**src/rtl/psw_lock_param_pkg.sv**
```systemverilog
// Shared constants and helpers for the parametrised password lock.
// State encodings, default digit width and a digit-extraction helper.
package psw_pkg;

    // FSM state encodings (3 bits, exposed on the debug state output)
    localparam logic [2:0] ST_IDLE    = 3'd0;
    localparam logic [2:0] ST_ENTRY   = 3'd1;
    localparam logic [2:0] ST_CHECK   = 3'd2;
    localparam logic [2:0] ST_OPEN    = 3'd3;
    localparam logic [2:0] ST_FAIL    = 3'd4;
    localparam logic [2:0] ST_LOCKOUT = 3'd5;

    // Default bits per digit
    localparam int PSW_DIG_W = 4;

    // Widest packed code the helper accepts; callers zero-extend into it
    localparam int PSW_MAX_BITS = 256;

    // Extract digit idx (0 = first digit, held in the MSBs) from a packed
    // code of len digits, each dig_w bits wide.
    function automatic logic [15:0] code_digit(input logic [PSW_MAX_BITS-1:0] vec,
                                               input int len,
                                               input int dig_w,
                                               input int idx);
        logic [PSW_MAX_BITS-1:0] sh;
        logic [15:0]             mask;
        sh   = vec >> ((len - 1 - idx) * dig_w);
        mask = 16'((32'd1 << dig_w) - 32'd1);
        return sh[15:0] & mask;
    endfunction

endpackage

```
**src/rtl/psw_lock_param_if.sv**
```systemverilog
// Keypad/status bundle between the password lock and its surroundings.
// Handshake: there is no valid/ready pair; key is a level bus where a press
// is the first nonzero value after all-zero, relock and code_load are
// single-cycle pulses sampled on the rising clock edge, and all status
// outputs are registered and valid for the whole cycle after each edge.
interface psw_lock_param_if #(
    parameter int NUM_KEYS = 10,
    parameter int DIG_W    = 4,
    parameter int CODE_LEN = 4
);
    logic [NUM_KEYS-1:0]               key;
    logic                              relock;
    logic [CODE_LEN*DIG_W-1:0]         code_in;
    logic                              code_load;
    logic                              unlocked;
    logic                              error;
    logic                              locked_out;
    logic [$clog2(CODE_LEN+1)-1:0]     digit_cnt;
    logic [CODE_LEN*DIG_W-1:0]         digits;
    logic [2:0]                        state;

    // Keypad / controller side
    modport master (
        output key, relock, code_in, code_load,
        input  unlocked, error, locked_out, digit_cnt, digits, state
    );

    // Lock side
    modport slave (
        input  key, relock, code_in, code_load,
        output unlocked, error, locked_out, digit_cnt, digits, state
    );
endinterface

```
**src/rtl/psw_lock_param_key_encoder.sv**
```systemverilog
// Keypad press detector: registers the previous key levels and flags a
// press on the first nonzero value after a full release. Reports the digit
// index and whether more than one key is down at once.
module psw_key_encoder
    import psw_pkg::*;
#(
    parameter int NUM_KEYS = 10,
    parameter int DIG_W    = PSW_DIG_W
) (
    input  logic                clk,
    input  logic                rst,
    input  logic [NUM_KEYS-1:0] key_i,
    output logic                press_o,
    output logic [DIG_W-1:0]    digit_o,
    output logic                multi_o
);

    logic [NUM_KEYS-1:0] key_prev_q;

    // Track key levels every cycle regardless of lock state
    always_ff @(posedge clk) begin
        if (rst) begin
            key_prev_q <= '0;
        end else begin
            key_prev_q <= key_i;
        end
    end

    // Press on release->pressed transition; digit is the set bit's index
    always_comb begin
        press_o = (key_prev_q == '0) && (key_i != '0);
        multi_o = (key_i & (key_i - NUM_KEYS'(1))) != '0;
        digit_o = '0;
        for (int i = 0; i < NUM_KEYS; i++) begin
            if (key_i[i]) begin
                digit_o = DIG_W'(i);
            end
        end
    end

endmodule

```
**src/rtl/psw_lock_param.sv**
```systemverilog
// Parametrised password lock: collects CODE_LEN digits, checks them against
// the stored code and drives open / error / lockout status. Includes failure
// counting with timed lockout, entry inactivity timeout and a timed open
// window. Optional macro PSW_CODE_LOAD_EN allows reloading the code in OPEN.
module psw_lock_param
    import psw_pkg::*;
#(
    parameter int NUM_KEYS       = 10,
    parameter int DIG_W          = PSW_DIG_W,
    parameter int CODE_LEN       = 4,
    parameter logic [CODE_LEN*DIG_W-1:0] CODE = {4'd2, 4'd0, 4'd1, 4'd6},
    parameter int MAX_FAIL       = 3,
    parameter int LOCKOUT_CYCLES = 1000,
    parameter int OPEN_CYCLES    = 500,
    parameter int ENTRY_TIMEOUT  = 2000
) (
    input  logic            clk,
    input  logic            rst,
    psw_lock_param_if.slave bus
);

    localparam int CODE_W  = CODE_LEN * DIG_W;
    localparam int CNT_W   = $clog2(CODE_LEN + 1);
    localparam int FAIL_W  = $clog2(MAX_FAIL + 1);
    localparam int TMR_MAX = (LOCKOUT_CYCLES > OPEN_CYCLES)
                           ? ((LOCKOUT_CYCLES > ENTRY_TIMEOUT) ? LOCKOUT_CYCLES : ENTRY_TIMEOUT)
                           : ((OPEN_CYCLES > ENTRY_TIMEOUT) ? OPEN_CYCLES : ENTRY_TIMEOUT);
    localparam int TMR_W   = $clog2(TMR_MAX + 1);

    logic [2:0]        state_q, state_d;
    logic [CODE_W-1:0] digits_q, digits_d;
    logic [CNT_W-1:0]  cnt_q, cnt_d;
    logic              mism_q, mism_d;
    logic [FAIL_W-1:0] fail_q, fail_d;
    logic [TMR_W-1:0]  timer_q, timer_d;
    logic              unlocked_q, error_q, locked_out_q;

    logic              press, multi;
    logic [DIG_W-1:0]  key_digit;
    logic [CODE_W-1:0] stored_code;
    logic [CODE_W-1:0] digits_store;
    logic [DIG_W-1:0]  slot_val;
    logic              slot_bad;

    psw_key_encoder #(
        .NUM_KEYS (NUM_KEYS),
        .DIG_W    (DIG_W)
    ) u_enc (
        .clk     (clk),
        .rst     (rst),
        .key_i   (bus.key),
        .press_o (press),
        .digit_o (key_digit),
        .multi_o (multi)
    );

`ifdef PSW_CODE_LOAD_EN
    logic [CODE_W-1:0] code_q;

    // Latch a new code only while the lock is open
    always_ff @(posedge clk) begin
        if (rst) begin
            code_q <= CODE;
        end else if (state_q == ST_OPEN && bus.code_load) begin
            code_q <= bus.code_in;
        end
    end

    assign stored_code = code_q;
`else
    logic unused_code_inputs;

    assign stored_code        = CODE;
    assign unused_code_inputs = ^{bus.code_in, bus.code_load};
`endif

    // Value written into the current slot and whether it breaks the match;
    // a multi-key press stores 0 but always counts as a mismatch.
    always_comb begin
        slot_val     = multi ? '0 : key_digit;
        slot_bad     = multi;
        digits_store = digits_q;
        for (int i = 0; i < CODE_LEN; i++) begin
            if (i == int'(cnt_q)) begin
                digits_store[(CODE_LEN-1-i)*DIG_W +: DIG_W] = slot_val;
                slot_bad = multi ||
                    (key_digit != DIG_W'(code_digit(PSW_MAX_BITS'(stored_code), CODE_LEN, DIG_W, i)));
            end
        end
    end

    // Next-state, slot, failure-count and timer logic
    always_comb begin
        state_d  = state_q;
        digits_d = digits_q;
        cnt_d    = cnt_q;
        mism_d   = mism_q;
        fail_d   = fail_q;
        timer_d  = (timer_q < TMR_W'(TMR_MAX)) ? timer_q + TMR_W'(1) : timer_q;

        case (state_q)
            ST_IDLE: begin
                if (press) begin
                    digits_d = digits_store;
                    cnt_d    = CNT_W'(1);
                    mism_d   = slot_bad;
                    timer_d  = '0;
                    state_d  = (CODE_LEN == 1) ? ST_CHECK : ST_ENTRY;
                end
            end
            ST_ENTRY: begin
                if (press) begin
                    digits_d = digits_store;
                    cnt_d    = cnt_q + CNT_W'(1);
                    mism_d   = mism_q | slot_bad;
                    timer_d  = '0;
                    if (int'(cnt_q) == CODE_LEN - 1) begin
                        state_d = ST_CHECK;
                    end
                end else if (timer_q == TMR_W'(ENTRY_TIMEOUT - 1)) begin
                    // Abandoned entry: not counted as a failure
                    state_d  = ST_IDLE;
                    digits_d = '0;
                    cnt_d    = '0;
                    mism_d   = 1'b0;
                    timer_d  = '0;
                end
            end
            ST_CHECK: begin
                timer_d = '0;
                if (!mism_q) begin
                    state_d = ST_OPEN;
                    fail_d  = '0;
                end else if (int'(fail_q) + 1 >= MAX_FAIL) begin
                    // Lockout starts with a clean buffer so ignored presses show 0
                    state_d  = ST_LOCKOUT;
                    fail_d   = '0;
                    digits_d = '0;
                    cnt_d    = '0;
                end else begin
                    state_d = ST_FAIL;
                    fail_d  = fail_q + FAIL_W'(1);
                end
            end
            ST_OPEN: begin
                if (bus.relock || timer_q == TMR_W'(OPEN_CYCLES - 1)) begin
                    state_d  = ST_IDLE;
                    digits_d = '0;
                    cnt_d    = '0;
                    timer_d  = '0;
                end
            end
            ST_FAIL: begin
                state_d  = ST_IDLE;
                digits_d = '0;
                cnt_d    = '0;
                timer_d  = '0;
            end
            ST_LOCKOUT: begin
                if (timer_q == TMR_W'(LOCKOUT_CYCLES - 1)) begin
                    state_d = ST_IDLE;
                    timer_d = '0;
                end
            end
            default: begin
                state_d  = ST_IDLE;
                digits_d = '0;
                cnt_d    = '0;
                mism_d   = 1'b0;
                timer_d  = '0;
            end
        endcase
    end

    // State and datapath registers; status outputs registered from next state
    always_ff @(posedge clk) begin
        if (rst) begin
            state_q      <= ST_IDLE;
            digits_q     <= '0;
            cnt_q        <= '0;
            mism_q       <= 1'b0;
            fail_q       <= '0;
            timer_q      <= '0;
            unlocked_q   <= 1'b0;
            error_q      <= 1'b0;
            locked_out_q <= 1'b0;
        end else begin
            state_q      <= state_d;
            digits_q     <= digits_d;
            cnt_q        <= cnt_d;
            mism_q       <= mism_d;
            fail_q       <= fail_d;
            timer_q      <= timer_d;
            unlocked_q   <= (state_d == ST_OPEN);
            error_q      <= (state_d == ST_FAIL);
            locked_out_q <= (state_d == ST_LOCKOUT);
        end
    end

    assign bus.unlocked   = unlocked_q;
    assign bus.error      = error_q;
    assign bus.locked_out = locked_out_q;
    assign bus.digit_cnt  = cnt_q;
    assign bus.digits     = digits_q;
    assign bus.state      = state_q;

endmodule

```
**src/flat_wrapper.sv**
```systemverilog
// flat-port wrapper written by rule: the top's interface ports become plain ports
module psw_lock_param_flat import psw_pkg::*;
#(
    parameter int NUM_KEYS       = 10,
    parameter int DIG_W          = PSW_DIG_W,
    parameter int CODE_LEN       = 4,
    parameter logic [CODE_LEN*DIG_W-1:0] CODE = {4'd2, 4'd0, 4'd1, 4'd6},
    parameter int MAX_FAIL       = 3,
    parameter int LOCKOUT_CYCLES = 1000,
    parameter int OPEN_CYCLES    = 500,
    parameter int ENTRY_TIMEOUT  = 2000
)
  (clk, rst, bus_key, bus_relock, bus_code_in, bus_code_load, bus_unlocked, bus_error, bus_locked_out, bus_digit_cnt, bus_digits, bus_state);
  psw_lock_param_if #(.NUM_KEYS(NUM_KEYS), .DIG_W(DIG_W), .CODE_LEN(CODE_LEN)) bus_i ();
  input  logic clk;
  input  logic rst;
  input wire logic [$bits(bus_i.key)-1:0] bus_key;
  input wire logic [$bits(bus_i.relock)-1:0] bus_relock;
  input wire logic [$bits(bus_i.code_in)-1:0] bus_code_in;
  input wire logic [$bits(bus_i.code_load)-1:0] bus_code_load;
  output wire logic [$bits(bus_i.unlocked)-1:0] bus_unlocked;
  output wire logic [$bits(bus_i.error)-1:0] bus_error;
  output wire logic [$bits(bus_i.locked_out)-1:0] bus_locked_out;
  output wire logic [$bits(bus_i.digit_cnt)-1:0] bus_digit_cnt;
  output wire logic [$bits(bus_i.digits)-1:0] bus_digits;
  output wire logic [$bits(bus_i.state)-1:0] bus_state;
  assign bus_i.key = bus_key;
  assign bus_i.relock = bus_relock;
  assign bus_i.code_in = bus_code_in;
  assign bus_i.code_load = bus_code_load;
  assign bus_unlocked = bus_i.unlocked;
  assign bus_error = bus_i.error;
  assign bus_locked_out = bus_i.locked_out;
  assign bus_digit_cnt = bus_i.digit_cnt;
  assign bus_digits = bus_i.digits;
  assign bus_state = bus_i.state;
  psw_lock_param #(.NUM_KEYS(NUM_KEYS), .DIG_W(DIG_W), .CODE_LEN(CODE_LEN), .CODE(CODE), .MAX_FAIL(MAX_FAIL), .LOCKOUT_CYCLES(LOCKOUT_CYCLES), .OPEN_CYCLES(OPEN_CYCLES), .ENTRY_TIMEOUT(ENTRY_TIMEOUT)) u_core (.clk(clk), .rst(rst), .bus(bus_i));
endmodule
```
**config.mk**
```make
export PLATFORM = sky130hd
export DESIGN_NAME = psw_lock_param_flat
export DESIGN_NICKNAME = d
export VERILOG_FILES = /design/src/rtl/psw_lock_param_pkg.sv /design/src/rtl/psw_lock_param_if.sv /design/src/rtl/psw_lock_param_key_encoder.sv /design/src/rtl/psw_lock_param.sv /design/src/flat_wrapper.sv
export SDC_FILE = /design/constraint.sdc
export NUM_CORES = 1
export LEC_CHECK = 0
export BUFFER_PORTS_ARGS = -buffer_cell sky130_fd_sc_hd__buf_2
export CAP_MARGIN = 10
export CORE_MARGIN = 2
export CORE_UTILIZATION = 40
export DETAILED_ROUTE_END_ITERATION = 8
export HOLD_SLACK_MARGIN = 0.15
export PLACE_DENSITY = 0.59
export SLEW_MARGIN = 0
export SYNTH_ARGS = -nofsm -noshare
export SYNTH_HDL_FRONTEND = slang
export SYNTH_SLANG_ARGS = --single-unit
```
**constraint.sdc**
```tcl
create_clock -name clk -period 4.6 [get_ports clk]
set_input_delay 1.15 -clock clk [delete_from_list [all_inputs] [get_ports clk]]
set_output_delay 1.15 -clock clk [all_outputs]
set_load 0.02 [all_outputs]
```
==> impl_metrics.json <==
{
  "outcome": "finished, final reports clean",
  "syn_area_sq_um": 2360,
  "grt_max_degree": 23,
  "synth_ff_type": "dfxtp_1",
  "die_w_microns": 80.8,
  "cts.sinks": 49,
  "ys_warn_count": 0,
  "clockBufferDepth": 2,
  "endpoint": "u_core.bus.digits[5]",
  "pin_count": 55,
  "antenna_found_initial": 0,
  "die_h_microns": 80.8,
  "dieArea_sq_um": 6530,
  "vias": 2019,
  "setup_slack_ps": 1720,
  "hold_slack_ps": 448,
  "wirelength_microns": 5360,
  "vdd_ir_drop_max_v": 0.000134,
  "drv_slew": 0,
  "synth_nets": 304,
  "rrSetupSlack_ps": 2200,
  "avgRoutedWirePerCell_microns": 14.2,
  "drt_pre_antenna_iters": 4,
  "drv_cap": 0,
  "globalplace.congestion": 0.810,
  "min_path_type": "reg -> reg",
  "cts_hold_buf": 0,
  "drc": 0,
  "fin_crit_sh_pct": 62.7,
  "regToRegEndpoint": "u_core.timer_q[5]",
  "max_freq_ghz": 0.347,
  "crit_required_ps": 4830,
  "cts_tree": "built",
  "final.setup_skew_ps": 15.6,
  "critPathKind": "in -> reg",
  "rsz0062_at_grt": "false",
  "place_ws_ps": 1370,
  "mostFrequentLayoutCells": "49 x dfxtp_1, 37 x buf_2, 28 x nor2_1",
  "synth_edf_count": 0,
  "clk_pin_slew_ps": 90,
  "dpl.cell_count": 370,
  "drt_iter0_markers": 103,
  "postCtsResizedCells": 0,
  "tightest_slew_ps": 1050,
  "numCtsBuffers": 5,
  "final_nets": 341,
  "slowest_delay_ps": 480,
  "p_leak_nw": 1.02,
  "cp_common_cell": "o22ai_1",
  "n_fill_cell": 596,
  "reg2reg_depth": 7,
  "cellPowerDensity_nw_per_um2": 285,
  "layout_commonest_cell": "dfxtp_1",
  "synthCells": 268,
  "diodes": 0,
  "grt_first_pass_wirelength_microns": 9150,
  "ant_nets": 0,
  "fin_util_pct": 48.1,
  "finalSetupViolCount": 0,
  "hold_viol_final": 0,
  "groute.usage.overall_pct": 17.9,
  "ys_seq_elements": 49,
  "rows": 27,
  "critPathArrivalTime_ps": 3110,
  "postSynth.asyncResetShare_pct": 0,
  "period_minus_slack_ps": 2880,
  "drive_above_1_share_pct": 20.9,
  "timing.rr.start": "u_core.timer_q[0]",
  "h-tree-depth": 2,
  "start_util_pct": 42.1,
  "root_buffer": "clkbuf_8",
  "clkLatencyLatePin_ps": 310,
  "dpl.hpwl_microns": 3970,
  "syn_area_per_cell_sq_um": 8.80,
  "path_cells": "buf_2 > nor4_2 > nor3b_1 > o22ai_1 > nor4_4 > o311ai_0 > o22ai_1",
  "critPathSlowestCell": "nor4_2",
  "critPathCaptureType": "flip-flop",
  "cts_setup_buffers": 0,
  "fin_tns_setup_ps": 0,
  "io_buffers": 37,
  "grt_overflow": 0,
  "slew_headroom_pct": 29.0,
  "cp-startpoint": "bus_key[0]",
  "area_growth_pct": 14.4,
  "grt_pass1_vias": 1929,
  "core_area_sq_um": 5610,
  "synth-seq-area-share_pct": 41.6,
  "fin_cells": 378,
  "crit_fanout": 4,
  "yosys.cell_types.count": 57,
  "viasPerCell": 5.34,
  "critPathLaunchType": "primary input"
}
cell usage after synthesis (6+ instances only):
cell type | n | area [sq um]
nor2_1 | 28 | 105
ha_1 | 6 | 75.1
nor3_1 | 7 | 35.0
inv_1 | 20 | 75.1
o22ai_1 | 12 | 75.1
dfxtp_1 | 49 | 981
nand3_1 | 9 | 45.0
clkbuf_1 | 6 | 22.5
nor2b_1 | 10 | 62.6
o21ai_0 | 7 | 35.0
nand2_1 | 18 | 67.6
xor2_1 | 6 | 52.6
a21oi_1 | 13 | 65.1
state kept, by name (all words and copies together), names as in the netlist:
name	cells
u_core.bus.digits	16
u_core.timer_q	11
u_core.u_enc.key_prev_q	10
u_core.bus.digit_cnt	3
u_core.bus.state	3
u_core.fail_q	2
u_core.bus.error	1
u_core.bus.locked_out	1
u_core.bus.unlocked	1
u_core.mism_q	1
critical path, delay by kind of cell:
| family | cells | cell delay (ps) |
|---|---|---|
| compound gates | 3 | 860 |
| buf+inv | 1 | 120 |
| simple gates | 3 | 980 |
cell type report:
class,count,area [sq um],area share (%)
clock inverter,3,25.0,0.928
multi-input combinational,192,1270,47.2
tap,72,90.1,3.34
inverter,20,75.1,2.78
timing repair buffer,37,185,6.86
sequential,49,981,36.4
clock buffer,5,68.8,2.55
routing by layer:
layer / share of wire, % / track usage, %
met1: 52 / 25.2
met2: 43 / 27.3
met3: 3.4 / 3.89
met4: 1.4 / 6.10
met5: 0 / 0
kinds of logic after synthesis:
group	after synthesis	share of synthesized area, %
simple gates	110	26.4
buf+inv	27	4.46
fa+ha+maj	9	4.51
flops	49	41.6
mux	1	0.424
xor+xnor	10	3.71
compound gates	62	18.9
power by group:
group	internal [W]	switching, W	total (W)
registers	0.000432	0.00000685	0.000439
logic	0.0000232	0.0000392	0.0000624
clock network	0.000110	0.000156	0.000266
total	0.000566	0.000202	0.000768
worst min path at each step:
stage,startpoint,endpoint,cells past startpoint
floorplan,u_core.fail_q[0],u_core.fail_q[0],2
global placement,u_core.bus.digits[8],u_core.bus.digits[8],2
detailed placement,u_core.bus.digits[13],u_core.bus.digits[13],2
CTS,u_core.bus.digits[13],u_core.bus.digits[13],2
global route,u_core.bus.digits[9],u_core.bus.digits[9],2
finish,u_core.bus.digits[13],u_core.bus.digits[13],2
metrics by stage:
step / total power, W / cell area, sq um
after floorplan: 0.000488 / 2360
after global placement: 0.000511 / 2600
after detailed placement: 0.000511 / 2600
after CTS: 0.000775 / 2700
after global routing: 0.000799 / 2700
final: 0.000768 / 2700
No activity file was read; power rests on OpenSTA's default activity.
